$ cat config.mk
export PLATFORM = sky130hd
export DESIGN_NAME = key_event_arbiter
export DESIGN_NICKNAME = d
export VERILOG_FILES = /design/src/rtl/key_event_arbiter.sv
export SDC_FILE = /design/constraint.sdc
export NUM_CORES = 1
export LEC_CHECK = 0
export CAP_MARGIN = 5
export CELL_PAD_IN_SITES_DETAIL_PLACEMENT = 0
export CELL_PAD_IN_SITES_GLOBAL_PLACEMENT = 1
export CORE_MARGIN = 2
export CORE_UTILIZATION = 53
export DETAILED_ROUTE_END_ITERATION = 7
export DONT_BUFFER_PORTS = 1
export GPL_ROUTABILITY_DRIVEN = 0
export PLACE_DENSITY_LB_ADDON = 0.05
export SYNTH_ARGS = -nofsm -noshare
export SYNTH_HDL_FRONTEND = slang
export SYNTH_SLANG_ARGS = --single-unit
$ cat constraint.sdc
create_clock -name clk -period 4.6 [get_ports clk]
set_clock_uncertainty 0.05 [all_clocks]
set_input_delay 0.69 -clock clk [delete_from_list [all_inputs] [get_ports clk]]
set_output_delay 0.69 -clock clk [all_outputs]
set_load 0.005 [all_outputs]
$ cat src/rtl/key_event_arbiter.sv
// Push-button front end: synchronizes and debounces N raw keys and queues press events in a small FIFO.
// Optional macro KEY_RELEASE_EVT_EN also queues release events and adds the evt_release output.
module key_event_arbiter #(
  parameter int N_KEYS     = 4,
  parameter int CODE_W     = 2,
  parameter int TICK_DIV   = 50000,
  parameter int STABLE_CNT = 3,
  parameter int FIFO_DEPTH = 4
) (
  input  logic              clk,
  input  logic              rst,
  input  logic [N_KEYS-1:0] key_in,
  output logic              evt_valid,
  output logic [CODE_W-1:0] evt_code,
  input  logic              evt_ready,
  output logic [N_KEYS-1:0] key_state,
  output logic              overflow
`ifdef KEY_RELEASE_EVT_EN
  ,
  output logic              evt_release
`endif
);

`ifdef KEY_RELEASE_EVT_EN
  localparam int REQ_N   = 2 * N_KEYS;
  localparam int ENTRY_W = CODE_W + 1;
`else
  localparam int REQ_N   = N_KEYS;
  localparam int ENTRY_W = CODE_W;
`endif
  localparam int RR_W  = $clog2(REQ_N);
  localparam int CNT_W = $clog2(TICK_DIV);
  localparam int PTR_W = $clog2(FIFO_DEPTH);

  logic [N_KEYS-1:0]     sync1;
  logic [N_KEYS-1:0]     sync2;
  logic [CNT_W-1:0]      presc;
  logic                  tick;
  logic [STABLE_CNT-1:0] hist      [N_KEYS];
  logic [STABLE_CNT-1:0] hist_next [N_KEYS];
  logic [N_KEYS-1:0]     rise;
  logic [N_KEYS-1:0]     fall;
  logic [N_KEYS-1:0]     press_pend;
`ifdef KEY_RELEASE_EVT_EN
  logic [N_KEYS-1:0]     rel_pend;
`endif
  logic [REQ_N-1:0]      req;
  logic [REQ_N-1:0]      grant_oh;
  logic [RR_W-1:0]       rr_ptr;
  logic [RR_W-1:0]       grant_idx;
  logic [RR_W-1:0]       idx;
  logic                  grant_found;
  logic                  push;
  logic                  pop;
  logic                  lost;
  logic [ENTRY_W-1:0]    push_entry;
  logic [ENTRY_W-1:0]    mem [FIFO_DEPTH];
  logic [ENTRY_W-1:0]    head;
  logic [PTR_W-1:0]      wr_ptr;
  logic [PTR_W-1:0]      rd_ptr;
  logic [PTR_W:0]        count;

  // Two-flop synchronizer; only sync2 is ever looked at by the debouncer.
  always_ff @(posedge clk) begin
    if (rst) begin
      sync1 <= '0;
      sync2 <= '0;
    end else begin
      sync1 <= key_in;
      sync2 <= sync1;
    end
  end

  assign tick = (presc == CNT_W'(TICK_DIV - 1));

  always_ff @(posedge clk) begin
    if (rst) begin
      presc <= '0;
    end else if (tick) begin
      presc <= '0;
    end else begin
      presc <= presc + 1'b1;
    end
  end

  // A level change needs STABLE_CNT identical samples, counting the one taken this tick.
  always_comb begin
    for (int i = 0; i < N_KEYS; i++) begin
      hist_next[i] = {hist[i][STABLE_CNT-2:0], sync2[i]};
      rise[i]      = tick && (&hist_next[i]) && !key_state[i];
      fall[i]      = tick && !(|hist_next[i]) && key_state[i];
    end
  end

  always_ff @(posedge clk) begin
    if (rst) begin
      for (int i = 0; i < N_KEYS; i++) begin
        hist[i] <= '0;
      end
      key_state <= '0;
    end else begin
      if (tick) begin
        for (int i = 0; i < N_KEYS; i++) begin
          hist[i] <= hist_next[i];
        end
      end
      key_state <= (key_state | rise) & ~fall;
    end
  end

`ifdef KEY_RELEASE_EVT_EN
  assign req  = {rel_pend, press_pend};
  assign lost = (|(press_pend & rise)) | (|(rel_pend & fall));
`else
  assign req  = press_pend;
  assign lost = |(press_pend & rise);
`endif

  // Round-robin search starting at rr_ptr, wrapping at REQ_N.
  always_comb begin
    grant_found = 1'b0;
    grant_idx   = '0;
    idx         = '0;
    for (int k = 0; k < REQ_N; k++) begin
      idx = RR_W'((int'(rr_ptr) + k) % REQ_N);
      if (!grant_found && req[idx]) begin
        grant_found = 1'b1;
        grant_idx   = idx;
      end
    end
  end

  assign push     = grant_found && (count < (PTR_W + 1)'(FIFO_DEPTH));
  assign pop      = evt_valid && evt_ready;
  assign grant_oh = push ? (REQ_N'(1) << grant_idx) : '0;

  always_comb begin
`ifdef KEY_RELEASE_EVT_EN
    if (grant_idx >= RR_W'(N_KEYS)) begin
      push_entry = {1'b1, CODE_W'(grant_idx - RR_W'(N_KEYS))};
    end else begin
      push_entry = {1'b0, CODE_W'(grant_idx)};
    end
`else
    push_entry = CODE_W'(grant_idx);
`endif
  end

  // A new edge is OR-ed in after the grant clear, so a same-cycle set always survives.
  always_ff @(posedge clk) begin
    if (rst) begin
      press_pend <= '0;
`ifdef KEY_RELEASE_EVT_EN
      rel_pend   <= '0;
`endif
      rr_ptr     <= '0;
      overflow   <= 1'b0;
    end else begin
      press_pend <= (press_pend & ~grant_oh[N_KEYS-1:0]) | rise;
`ifdef KEY_RELEASE_EVT_EN
      rel_pend   <= (rel_pend & ~grant_oh[REQ_N-1:N_KEYS]) | fall;
`endif
      overflow   <= overflow | lost;
      if (push) begin
        rr_ptr <= (grant_idx == RR_W'(REQ_N - 1)) ? '0 : grant_idx + 1'b1;
      end
    end
  end

  always_ff @(posedge clk) begin
    if (rst) begin
      for (int i = 0; i < FIFO_DEPTH; i++) begin
        mem[i] <= '0;
      end
      wr_ptr <= '0;
      rd_ptr <= '0;
      count  <= '0;
    end else begin
      if (push) begin
        mem[wr_ptr] <= push_entry;
        wr_ptr      <= wr_ptr + 1'b1;
      end
      if (pop) begin
        rd_ptr <= rd_ptr + 1'b1;
      end
      case ({push, pop})
        2'b10:   count <= count + 1'b1;
        2'b01:   count <= count - 1'b1;
        default: count <= count;
      endcase
    end
  end

  assign head      = mem[rd_ptr];
  assign evt_valid = (count != '0);
  assign evt_code  = head[CODE_W-1:0];
`ifdef KEY_RELEASE_EVT_EN
  assign evt_release = head[CODE_W];
`endif

endmodule

; After elaboration in Yosys (flattened, before gate mapping)
; Memories as Yosys holds them, arrays and structs flattened. A register that Yosys moved wholly into a read port is not among the register bits.
; Cells that the tools add are included.
[word_totals]
reg_bits = 42
ramBits = 20
inputBits = 7
memories = 2
[mem_list]
columns = name, words, word_bits, rd, rd_clocked_by_memory_dff, write_ports, line_no
row1 = hist, 4, 3, 4, 0, 4, 39  ; logic [STABLE_CNT-1:0] hist [N_KEYS];
row2 = mem, 4, 2, 1, 1, 4, 57  ; logic [ENTRY_W-1:0] mem [FIFO_DEPTH];
[op_classes]
addsub = 9
order_cmp = 5
eq_ne = 4
shifts = 1
muxes = 36
bitwise = 12
n_reduce_logical = 45
[op_table]
columns = op, count
row1 = logical AND 1 bit, 21
row2 = 2-to-1 mux 2 bit, 9
row3 = 2-to-1 mux 1 bit, 17
row4 = adder 16 x 1 -> 16 bit (second input constant), 1
row5 = == test 16 bit (second input constant), 1
row6 = bitwise AND 4 bit, 3
row7 = < comparator 2 x 3 -> 1 bit (second input constant), 4
row8 = 2-to-1 mux 3 bit, 4
row9 = AND reduction 3 bit, 4
row10 = OR reduction 3 bit, 4
row11 = zero test 1 bit, 11
row12 = adder 2 x 1 -> 2 bit (second input constant), 4
row13 = binary-select mux 1 bit (select 2 bit), 4
row14 = inverter 4 bit, 2
row15 = OR 4 bit, 2
row16 = case mux 3 bit (2 select lines), 1
row17 = OR 1 bit, 5
row18 = adder 2 bit (second input constant), 2
row19 = == test 2 bit (second input constant), 2
row20 = 2-to-1 mux 4 bit, 1
row21 = OR reduction 2 bit, 2
row22 = OR reduction 4 bit, 1
row23 = left shift 1 x 2 -> 4 bit (first input constant), 1
row24 = adder 3 x 1 -> 3 bit (second input constant), 1
row25 = 5 further kinds, 5

; Depth between registers and ports, before layout
; Gate-level depths: netlist of the first run.
[depth]
depth_word = 18
ltp_mapped = 9

; Worst setup path before layout of the first run
; Ideal clock, no wire load.
[synth_path]
path_type = register to register
from = reg press_pend[3]
to = reg count[2]
setup_ns = 0.071
t_arrival_ns = 2.328
required_time_ns = 4.479
path_slack_ns = 2.151
path_stages_with_launch = 10
synth_period_minus_slack_ns = 2.449
path_cell_list = dfxtp_1 > nor4_1 > nor2_1 > inv_1 > ha_1 > inv_1 > fa_1 > xor2_1 > or3_1 > a21oi_1
[synth_via]
elab_chain_len = 15
word_cells_on_any_way = 23
[synth_lines]
columns = element, line_no
row1 = "start, declared", 43  ; logic [N_KEYS-1:0] press_pend;
row2 = "start signal, assigned", 159  ; press_pend <= (press_pend & ~grant_oh[N_KEYS-1:0]) | rise;
row3 = binary-select mux 1 bit (select 2 bit), 126  ; if (!grant_found && req[idx]) begin
row4 = 2-to-1 mux 1 bit (not written as such), 126
row5 = 2-to-1 mux 1 bit, 126
row6 = zero test 1 bit, 126
row7 = logical AND 1 bit, 126
row8 = 2-to-1 mux 1 bit, 126
row9 = zero test 1 bit, 126
row10 = logical AND 1 bit, 126
row11 = 2-to-1 mux 1 bit, 126
row12 = zero test 1 bit, 126
row13 = logical AND 1 bit, 126
row14 = 2-to-1 mux 1 bit (*), 126
row15 = logical AND 1 bit (*), 133  ; assign push = grant_found && (count < (PTR_W + 1)'(FIFO_DEPTH));
row16 = == test 2 x 1 -> 1 bit / == test 2 bit (equally long branches), 186  ; case ({push, pop})
row17 = case mux 3 bit (2 select lines) / nonzero test 2 bit (equally long branches), -
row18 = "end signal, assigned", 187  ; 2'b10: count <= count + 1'b1;
row19 = "end signal, assigned", 188  ; 2'b01: count <= count - 1'b1;
row20 = "end signal, assigned", 189  ; default: count <= count;
row21 = "end, declared", 61  ; logic [PTR_W:0] count;
; Every way passes the cells marked *; elsewhere a longest branch is shown, timed or not. The select of a mux whose other input is x is not followed.
; A chain may end at the register's enable or synchronous reset.

; Worst setup path in the final report of the first run
[layout_path]
from = reg press_pend[2]
to = reg count[2]
; The elaborated chain is that of the path after synthesis.

==> results of run 1 <==
-- logic make-up (layout without fill, tap and decap cells) --
logic type | after synthesis | count (layout) | synth area share
AOI/OAI and AO/OA | 38 | 38 | 0.1003
xor gates and xnor gates | 20 | 20 | 0.06689
adders and majority gates | 7 | 7 | 0.03631
buffers and inverters | 24 | 32 | 0.03918
DFF | 60 | 60 | 0.5198
muxes | 3 | 3 | 0.02102
and+or+nand+nor | 105 | 105 | 0.2164
-- flip-flops by register name, indices dropped and copies added (netlist names), named ones only --
| name | flops |
|---|---|
| count | 3 |
| hist | 8 |
| key_state | 4 |
| mem | 8 |
| overflow | 1 |
| presc | 16 |
| press_pend | 4 |
| rd_ptr | 2 |
| rr_ptr | 2 |
| sync1 | 4 |
| sync2 | 4 |
| wr_ptr | 2 |
-- power breakdown --
| group | switching, mW | total [mW] | internal [mW] |
|---|---|---|---|
| logic | 0.0101 | 0.0167 | 0.00665 |
| registers | 0.00615 | 0.558 | 0.551 |
| clock network | 0.198 | 0.554 | 0.355 |
| total | 0.215 | 1.13 | 0.913 |
-- path summary, 6_finish.rpt --
check	from	endpoint	slack [ns]	cells after the start
worst max-delay path	press_pend[2]	count[2]	1.67	9
worst min-delay path	rst	key_state[0]	0.37	1
worst max register to register	press_pend[2]	count[2]	1.67	9
worst min register to register	sync1[3]	sync2[3]	0.39	1
-- final cells by class --
| class | count | area [um^2] | area share |
|---|---|---|---|
| Clock buffer | 10 | 127.6 | 0.04410 |
| Clock inverter | 6 | 102.6 | 0.03545 |
| Inverter | 15 | 56.30 | 0.01946 |
| Multi-Input combinational cell | 173 | 1155 | 0.3990 |
| Sequential cell | 60 | 1361 | 0.4704 |
| Tap cell | 67 | 83.83 | 0.02897 |
| Timing Repair Buffer | 1 | 7.507 | 0.002594 |
-- cell usage in the layout, fill, tap and decap left out, types with 2 or more instances in the layout --
cell type and instances:
a2111oi_2 3, nand2b_1 2, nor4_1 8, xor2_1 4, bufinv_16 3, edfxtp_1 16, o21ai_0 9, ha_1 6
and4b_1 4, clkinv_1 2, nand4_1 3, nor2b_1 8, nand2_1 11, a21oi_1 9, mux4_2 2, a22oi_1 3
nor2_1 35, nand3_1 5, or2_2 2, and3_1 8, dfxtp_1 44, inv_1 15, nor3_1 11, xnor2_1 16
a31oi_1 4, clkbuf_8 9, or3_1 2, o21a_1 2
-- metal layers --
| metal | wire length (um) | global-route usage |
|---|---|---|
| met2 | 1937 | 0.2629 |
| met4 | 115 | 0.09921 |
| met5 | 0 | 0 |
| met3 | 228 | 0.07182 |
| met1 | 2277 | 0.2678 |
==> flow_summary_export.csv, run 1 <==
group,metric,value,unit
floorplanning,fp.dieW,74.29,um
worst_setup_path,end_kind,"register",
power,power_leakage,1.006,nW
drt,antenna_left,0,
logic_synthesis,async_flop_share,0,
global_route,first_global_vias,1622,
clock_tree,postCtsSetupBuffers,0,
worst_setup_path,cp.required,4.82,ns
clock_tree,htree_num_levels,3,
worst_setup_path,cp_cell_sequence,"nor4_1 > nor2_1 > inv_1 > ha_1 > inv_1 > fa_1 > xor2_1 > or3_1 > a21oi_1",
global_route,antenna_found_initial,0,
sta,period_minus_slack,2.928,ns
logic_synthesis,syn_avg_cell_area,10.19,um^2
drt,drc,0,
run_status,run_status,"finished clean",
clock_tree,cts_hold_buf,0,
sta,slew_headroom,0.4049,
cells_and_area,fillers,417,
clock_tree,cts_tree,"done",
sta,whs,0.3725,ns
drt,vias,1808,
logic_synthesis,ys_seq_area_frac,0.5198,
drt,drt_iter0_drc,84,
logic_synthesis,synthTopCellsByArea,"dfxtp_1 34%, edfxtp_1 18%, xnor2_1 5.4%",
cells_and_area,fin_util,0.6087,
clock_tree,clk_latency,0.33,ns
logic_synthesis,synth-main-ff-cell,"dfxtp_1",
logic_synthesis,syn-num-nets,271,
floorplanning,pin_count,15,
sta,finalSetupTns,0,ns
clock_tree,cts_resized,0,
sta,slew_viol_final,0,
placement,pre_cts_ws,1.758,ns
worst_setup_path,crit_top_cell,"inv_1",
sta,hold_viol,0,
sta,setup_viol_count_final,0,
sta,setup_ws,1.672,ns
floorplanning,start_util,0.5508,
global_route,grtUsageTotal,0.1928,
cells_and_area,fin_cells,332,
placement,place_inst,316,
worst_setup_path,cpPeakStageDelay,0.77,ns
logic_synthesis,synth_top_cells_by_count,"44 x dfxtp_1, 35 x nor2_1, 16 x edfxtp_1, 16 x xnor2_1, 15 x inv_1",
worst_setup_path,cp.buffers_inverters,2,
drt,wire_per_inst,13.73,um
logic_synthesis,synth_top_area_share,0.3364,
global_route,grt_max_degree,30,
hold_path,hold_class,"input port to register",
worst_setup_path,crit_arrival,3.14,ns
logic_synthesis,synth_edf_count,16,
floorplanning,coreArea,4755,um^2
power,finalPower,1.128,mW
worst_setup_path,slowest_stage,"nor4_1",
floorplanning,die_area,5519,um^2
drt,routed_wl,4558,um
logic_synthesis,synth_area,2619,um^2
power,ir_drop,0.0002008,V
cells_and_area,postLayoutCellArea,2894,um^2
worst_setup_path,crit_family,"simple AND/OR/NAND/NOR gates",
cells_and_area,layout.nets,274,
cells_and_area,area_delta_synth_final,10.51,%
sta,tightest_slew,0.8844,ns
worst_setup_path,worstSetupStartpointType,"register",
logic_synthesis,synth_cell_types,45,
run,maxCapViolCount,0,
logic_synthesis,synth_most_common_cell,"dfxtp_1",
logic_synthesis,ys_warn_count,0,
worst_setup_path,worstSetupPathType,"register to register",
global_route,grt_pass1_wl,7748,um
sta,period_share,0.6365,
power,powerDensity,389.8,nW/um^2
floorplanning,fp.dieH,74.29,um
global_route,grt-ovfl-total,0,
drt,vias_per_cell,5.446,
placement,port_buffers,0,
clock_tree,cts_buffer_depth,2,
clock_tree,root_buffer,"clkbuf_8",
logic_synthesis,synth-seq-cells,60,
placement,placed_cell_area,2664,um^2
cells_and_area,final_layout_size_suffix_gt1_frac,0.08679,
worst_setup_path,path_max_fanout,6,
clock_tree,cts.clk_slew.worst_paths,0.07,ns
cells_and_area,antenna_cells,0,
logic_synthesis,synth_top_area_cell,"dfxtp_1",
sta,rsz0062_at_grt,"no",
clock_tree,clock_sinks,60,
sta,fmax,341.6,MHz
drt,dr.pass1.iters,4,
logic_synthesis,syn_inst,257,
floorplanning,rows,25,
clock_tree,cts_made_buffers,9,
placement,dp_hpwl,2964,um
Note: power is estimated with default switching activity, not from simulation.
==> run 2: changes to the inputs <==
Settings changed: CORE_UTILIZATION 53 to 49.
Clock period 4.6 ns to 2.8 ns, I/O delays scaled along.
==> flow_summary_export.csv, run 2 (same netlist as run 1, synthesis figures left out) <==
group,metric,value,unit
power,power_leakage,1.014,nW
placement,dp_hpwl,3104,um
floorplanning,fp.dieH,77.11,um
drt,wire_per_inst,13.71,um
clock_tree,cts_buffer_depth,2,
power,finalPower,1.856,mW
drt,drc,0,
worst_setup_path,slowest_stage,"fa_1",
sta,fmax,411.6,MHz
sta,slew_viol_final,0,
global_route,grt_max_degree,30,
drt,routed_wl,4619,um
worst_setup_path,cp.required,3.01,ns
clock_tree,root_buffer,"clkbuf_8",
global_route,grt_pass1_wl,7838,um
worst_setup_path,end_kind,"register",
cells_and_area,fillers,500,
worst_setup_path,crit_top_cell,"inv_1",
clock_tree,cts_tree,"done",
sta,setup_viol_count_final,0,
worst_setup_path,crit_family,"simple AND/OR/NAND/NOR gates",
floorplanning,coreArea,5140,um^2
cells_and_area,mostFrequentLayoutCells,"44 x dfxtp_1, 35 x nor2_1, 16 x xnor2_1, 16 x edfxtp_1, 15 x inv_1",
hold_path,hold_class,"input port to register",
clock_tree,htree_num_levels,3,
drt,dr.pass1.iters,4,
clock_tree,cts_hold_buf,0,
sta,rsz0062_at_grt,"no",
cells_and_area,layout.nets,276,
drt,antenna_left,0,
drt,drt_iter0_drc,123,
global_route,antenna_found_initial,0,
worst_setup_path,worstSetupStartpointType,"register",
sta,setup_ws,0.3707,ns
cells_and_area,largest_reg_flops,16,
worst_setup_path,r2r-start,"press_pend[3]",
worst_setup_path,r2r-end,"count[2]",
cells_and_area,fin_util,0.5667,
floorplanning,pin_count,15,
global_route,grtUsageTotal,0.1720,
sta,finalSetupTns,0,ns
clock_tree,cts.clk_slew.worst_paths,0.07,ns
floorplanning,fp.dieW,77.11,um
sta,tightest_slew,0.6487,ns
power,ir_drop,0.0002495,V
clock_tree,clk_latency,0.33,ns
clock_tree,clock_sinks,60,
run,maxCapViolCount,0,
floorplanning,start_util,0.5095,
sta,period_minus_slack,2.429,ns
cells_and_area,area_delta_synth_final,11.23,%
worst_setup_path,path_max_fanout,6,
drt,vias,1779,
cells_and_area,regMostFlops,"presc",
global_route,first_global_vias,1645,
cells_and_area,final_common_cell,"dfxtp_1",
cells_and_area,final_layout_size_suffix_gt1_frac,0.09363,
floorplanning,die_area,5945,um^2
floorplanning,rows,26,
worst_setup_path,crit_arrival,2.64,ns
sta,slew_headroom,0.5675,
hold_path,hold_end,"sync1[0]",
clock_tree,cts_made_buffers,9,
hold_path,worstHoldStart,"rst",
clock_tree,cts_resized,0,
run_status,run_status,"finished clean",
hold_path,min_path_cells,1,
clock_tree,postCtsSetupBuffers,0,
cells_and_area,antenna_cells,0,
worst_setup_path,cp_cell_sequence,"nor4_1 > buf_4 > nor2_1 > inv_1 > ha_1 > inv_1 > fa_1 > xor2_1 > or3_1 > a21oi_1",
worst_setup_path,path_depth,10,
drt,vias_per_cell,5.279,
worst_setup_path,cp.buffers_inverters,3,
sta,hold_viol,0,
worst_setup_path,cpPeakStageDelay,0.37,ns
placement,pre_cts_ws,0.3961,ns
worst_setup_path,reg2regPathDepth,10,
power,powerDensity,637.2,nW/um^2
worst_setup_path,reg2reg_slack,0.37,ns
global_route,grt-ovfl-total,0,
placement,port_buffers,0,
sta,period_share,0.8676,
worst_setup_path,worstSetupPathType,"register to register",
cells_and_area,largestRegisters,"presc x16, hist x8, mem x8",
[run 2: per-stage QoR]
| stage | instance area (um^2) | cells | hold slack, ns |
|---|---|---|---|
| 2_1_floorplan | 2619 | 257 | 0.3638 |
| 3_3_place_gp | 2683 | 321 | 0.3732 |
| 3_5_place_dp | 2683 | 321 | 0.3731 |
| 4_1_cts | 2913 | 337 | 0.07855 |
| 5_1_grt | 2913 | 337 | 0.07417 |
| 6_report | 2913 | 337 | 0.09767 |
[run 2: worst reg2reg max path, stage by stage (launching register included)]
cell     delay [ns]
dfxtp_1        0.35
nor4_1         0.30
buf_4          0.18
nor2_1         0.08
inv_1          0.17
ha_1           0.20
inv_1          0.06
fa_1           0.37
xor2_1         0.16
or3_1          0.30
a21oi_1        0.14
[run 2: how the worst max path moves through the flow]
stage / start / endpoint
6_report: press_pend[3] / count[2]
5_1_grt: press_pend[2] / count[2]
4_1_cts: press_pend[3] / count[2]
3_5_place_dp: press_pend[3] / count[2]
3_3_place_gp: press_pend[3] / count[2]
2_1_floorplan: press_pend[3] / count[2]
[run 2: layout make-up]
| class | instances | area (um^2) | area share |
|---|---|---|---|
| inverter | 15 | 56.30 | 0.01933 |
| timing repair buffer | 3 | 22.52 | 0.007732 |
| multi-input combinational | 173 | 1155 | 0.3965 |
| sequential | 60 | 1361 | 0.4674 |
| tap | 70 | 87.58 | 0.03007 |
| clock buffer | 10 | 127.6 | 0.04381 |
| clock inverter | 6 | 102.6 | 0.03522 |
[run 2: routing by layer]
metal,vias up,global-route usage,share of wire
met5,-,0,0
met3,12,0.05059,0.035
li1,919,-,-
met4,0,0.09643,0.023
met1,816,0.2340,0.52
met2,32,0.2439,0.42
[run 2: power by group]
part | total, mW | internal, mW | switching (mW)
clock | 0.912 | 0.584 | 0.328
sequential | 0.916 | 0.906 | 0.00999
combinational | 0.0283 | 0.0110 | 0.0173
total | 1.86 | 1.50 | 0.355
==> run 3: changes to the inputs <==
Settings changed: CORE_UTILIZATION 49 to 52, CTS_BUF_LIST set to sky130_fd_sc_hd__clkbuf_4 sky130_fd_sc_hd__clkbuf_8.
Clock period 2.8 ns to 2.7 ns, I/O delays scaled along.
==> flow_summary_export.csv, run 3 (same netlist as run 1, synthesis figures left out) <==
group,metric,value,unit
global_route,grt_util_met3,0.06827,
global_route,grtUsageMet1,0.2667,
drt,dr.pass1.iters,4,
cells_and_area,antenna_cells,0,
clock_tree,clk_latency,0.33,ns
drt,drc,0,
clock_tree,root_buffer,"clkbuf_8",
worst_setup_path,reg2regPathDepth,9,
drt,wire_per_inst,14.10,um
hold_path,worstHoldStart,"rst",
sta,slew_viol_final,0,
clock_tree,cts_buffer_depth,2,
drt,routed_wl,4708,um
power,ir_drop,0.0004503,V
hold_path,min_path_cells,1,
sta,setup_ws,0.2759,ns
clock_tree,cts_made_buffers,9,
placement,placed_cell_area,2679,um^2
clock_tree,htree_num_levels,3,
power,pwr-share-seq,0.543,
floorplanning,pin_count,15,
placement,port_buffers,0,
power,finalPower,1.751,mW
cells_and_area,mostFrequentLayoutCells,"44 x dfxtp_1, 35 x nor2_1, 16 x xnor2_1, 16 x edfxtp_1, 15 x inv_1",
clock_tree,cts_resized,0,
sta,slew_headroom,0.5723,
power,comb_power_share,0.016,
cells_and_area,final_common_cell,"dfxtp_1",
global_route,grt_max_degree,30,
floorplanning,rows,25,
run,maxCapViolCount,0,
hold_path,hold_class,"input port to register",
sta,fmax,412.5,MHz
drt,antenna_left,0,
sta,setup_viol_count_final,0,
cells_and_area,largestRegisters,"presc x16, hist x8, mem x8",
sta,tightest_slew,0.6416,ns
power,p_switching,0.3687,mW
worst_setup_path,worstSetupStartpointType,"register",
drt,vias,1794,
clock_tree,postCtsSetupBuffers,0,
cells_and_area,fillers,454,
cells_and_area,largest_reg_flops,16,
drt,drt_iter0_drc,109,
global_route,met2_usage,0.2710,
run_status,run_status,"finished clean",
global_route,grtUsageTotal,0.1913,
worst_setup_path,cpPeakStageDelay,0.37,ns
hold_path,hold_end,"key_state[0]",
worst_setup_path,reg2reg_slack,0.28,ns
cells_and_area,regMostFlops,"presc",
worst_setup_path,path_max_fanout,5,
global_route,first_global_vias,1728,
floorplanning,die_area,5620,um^2
placement,pre_cts_ws,0.3035,ns
global_route,grt_pass1_wl,7831,um
global_route,busiest_layer,"met2",
worst_setup_path,crit_arrival,2.65,ns
worst_setup_path,crit_top_cell,"inv_1",
floorplanning,start_util,0.5472,
sta,finalSetupTns,0,ns
sta,period_minus_slack,2.424,ns
cells_and_area,layout.nets,276,
power,power_leakage,1.004,nW
floorplanning,fp.dieH,74.97,um
worst_setup_path,end_kind,"register",
worst_setup_path,worstSetupPathType,"register to register",
cells_and_area,final_layout_size_suffix_gt1_frac,0.1049,
sta,period_share,0.8978,
placement,dp_hpwl,3187,um
power,p_clk_frac,0.441,
drt,vias_per_cell,5.371,
worst_setup_path,cp.required,2.92,ns
worst_setup_path,crit_family,"simple AND/OR/NAND/NOR gates",
power,swShare,0.2106,
sta,hold_viol,0,
worst_setup_path,slowest_stage,"fa_1",
power,p_int,1.382,mW
worst_setup_path,cp_cell_sequence,"nor4_1 > nor2_1 > inv_1 > ha_1 > inv_1 > fa_1 > xor2_1 > or3_1 > a21oi_1",
clock_tree,clock_sinks,60,
clock_tree,cts_tree,"done",
cells_and_area,postLayoutCellArea,2877,um^2
cells_and_area,area_delta_synth_final,9.842,%
power,powerDensity,608.8,nW/um^2
worst_setup_path,r2r-end,"count[2]",
global_route,antenna_found_initial,0,
sta,rsz0062_at_grt,"no",
worst_setup_path,r2r-start,"press_pend[3]",
clock_tree,cts.clk_slew.worst_paths,0.07,ns
worst_setup_path,cp.buffers_inverters,2,
floorplanning,coreArea,4786,um^2
global_route,grt-ovfl-total,0,
clock_tree,cts_hold_buf,0,
floorplanning,fp.dieW,74.97,um
[run 3: cell count changes in the layout (fill, tap and decap cells not counted)]
cell and change:
bufinv_16 -3, clkbuf_1 -1, clkbuf_8 +4, clkinv_1 -2
clkinv_2 +1, clkinv_4 +1
[run 3: per-stage QoR]
step / hold WS, ns / cells / util
global placement: 0.3695 / 318 / 0.5597
global route: 0.05698 / 334 / 0.6010
floorplan: 0.3638 / 257 / -
CTS: 0.06262 / 334 / 0.6010
finish: 0.07998 / 334 / 0.6010
detailed placement: 0.3779 / 318 / 0.5597
[run 3: final cells by class]
class	count	area, um^2	area share
Sequential cell	60	1361	0.4733
Multi-Input combinational cell	173	1155	0.4015
Clock buffer	13	178.9	0.06220
Tap cell	67	83.83	0.02914
Inverter	15	56.30	0.01957
Timing Repair Buffer	3	22.52	0.007829
Clock inverter	3	18.77	0.006525
[run 3: worst max-delay path by stage]
stage / to / slack (ns) / depth (start not counted) / from
4_1_cts: count[2] / 0.29 / 9 / press_pend[3]
5_1_grt: count[2] / 0.08 / 9 / press_pend[3]
6_report: count[2] / 0.28 / 9 / press_pend[3]
2_1_floorplan: count[2] / 0.25 / 9 / press_pend[3]
3_3_place_gp: count[2] / 0.38 / 9 / press_pend[3]
3_5_place_dp: count[2] / 0.30 / 9 / press_pend[3]
[run 3: power groups by stage]
stage	combinational [mW]	sequential (mW)	clock, mW
6_report	0.0289	0.950	0.772
5_1_grt	0.0323	0.951	0.831
4_1_cts	0.0296	0.950	0.796
3_5_place_dp	0.0296	0.970	0
3_3_place_gp	0.0288	0.970	0
2_1_floorplan	0.0312	0.967	0
[run 3: routing by layer]
layer	routed length, um	vias up
li1	-	918
met1	2397	846
met2	2065	24
met3	178	6
met4	67	0
met5	0	-
[run 3: worst reg2reg max path: stages, from the launching register on]
cell,delay (ns)
dfxtp_1,0.35
nor4_1,0.36
nor2_1,0.16
inv_1,0.20
ha_1,0.21
inv_1,0.06
fa_1,0.37
xor2_1,0.16
or3_1,0.31
a21oi_1,0.14
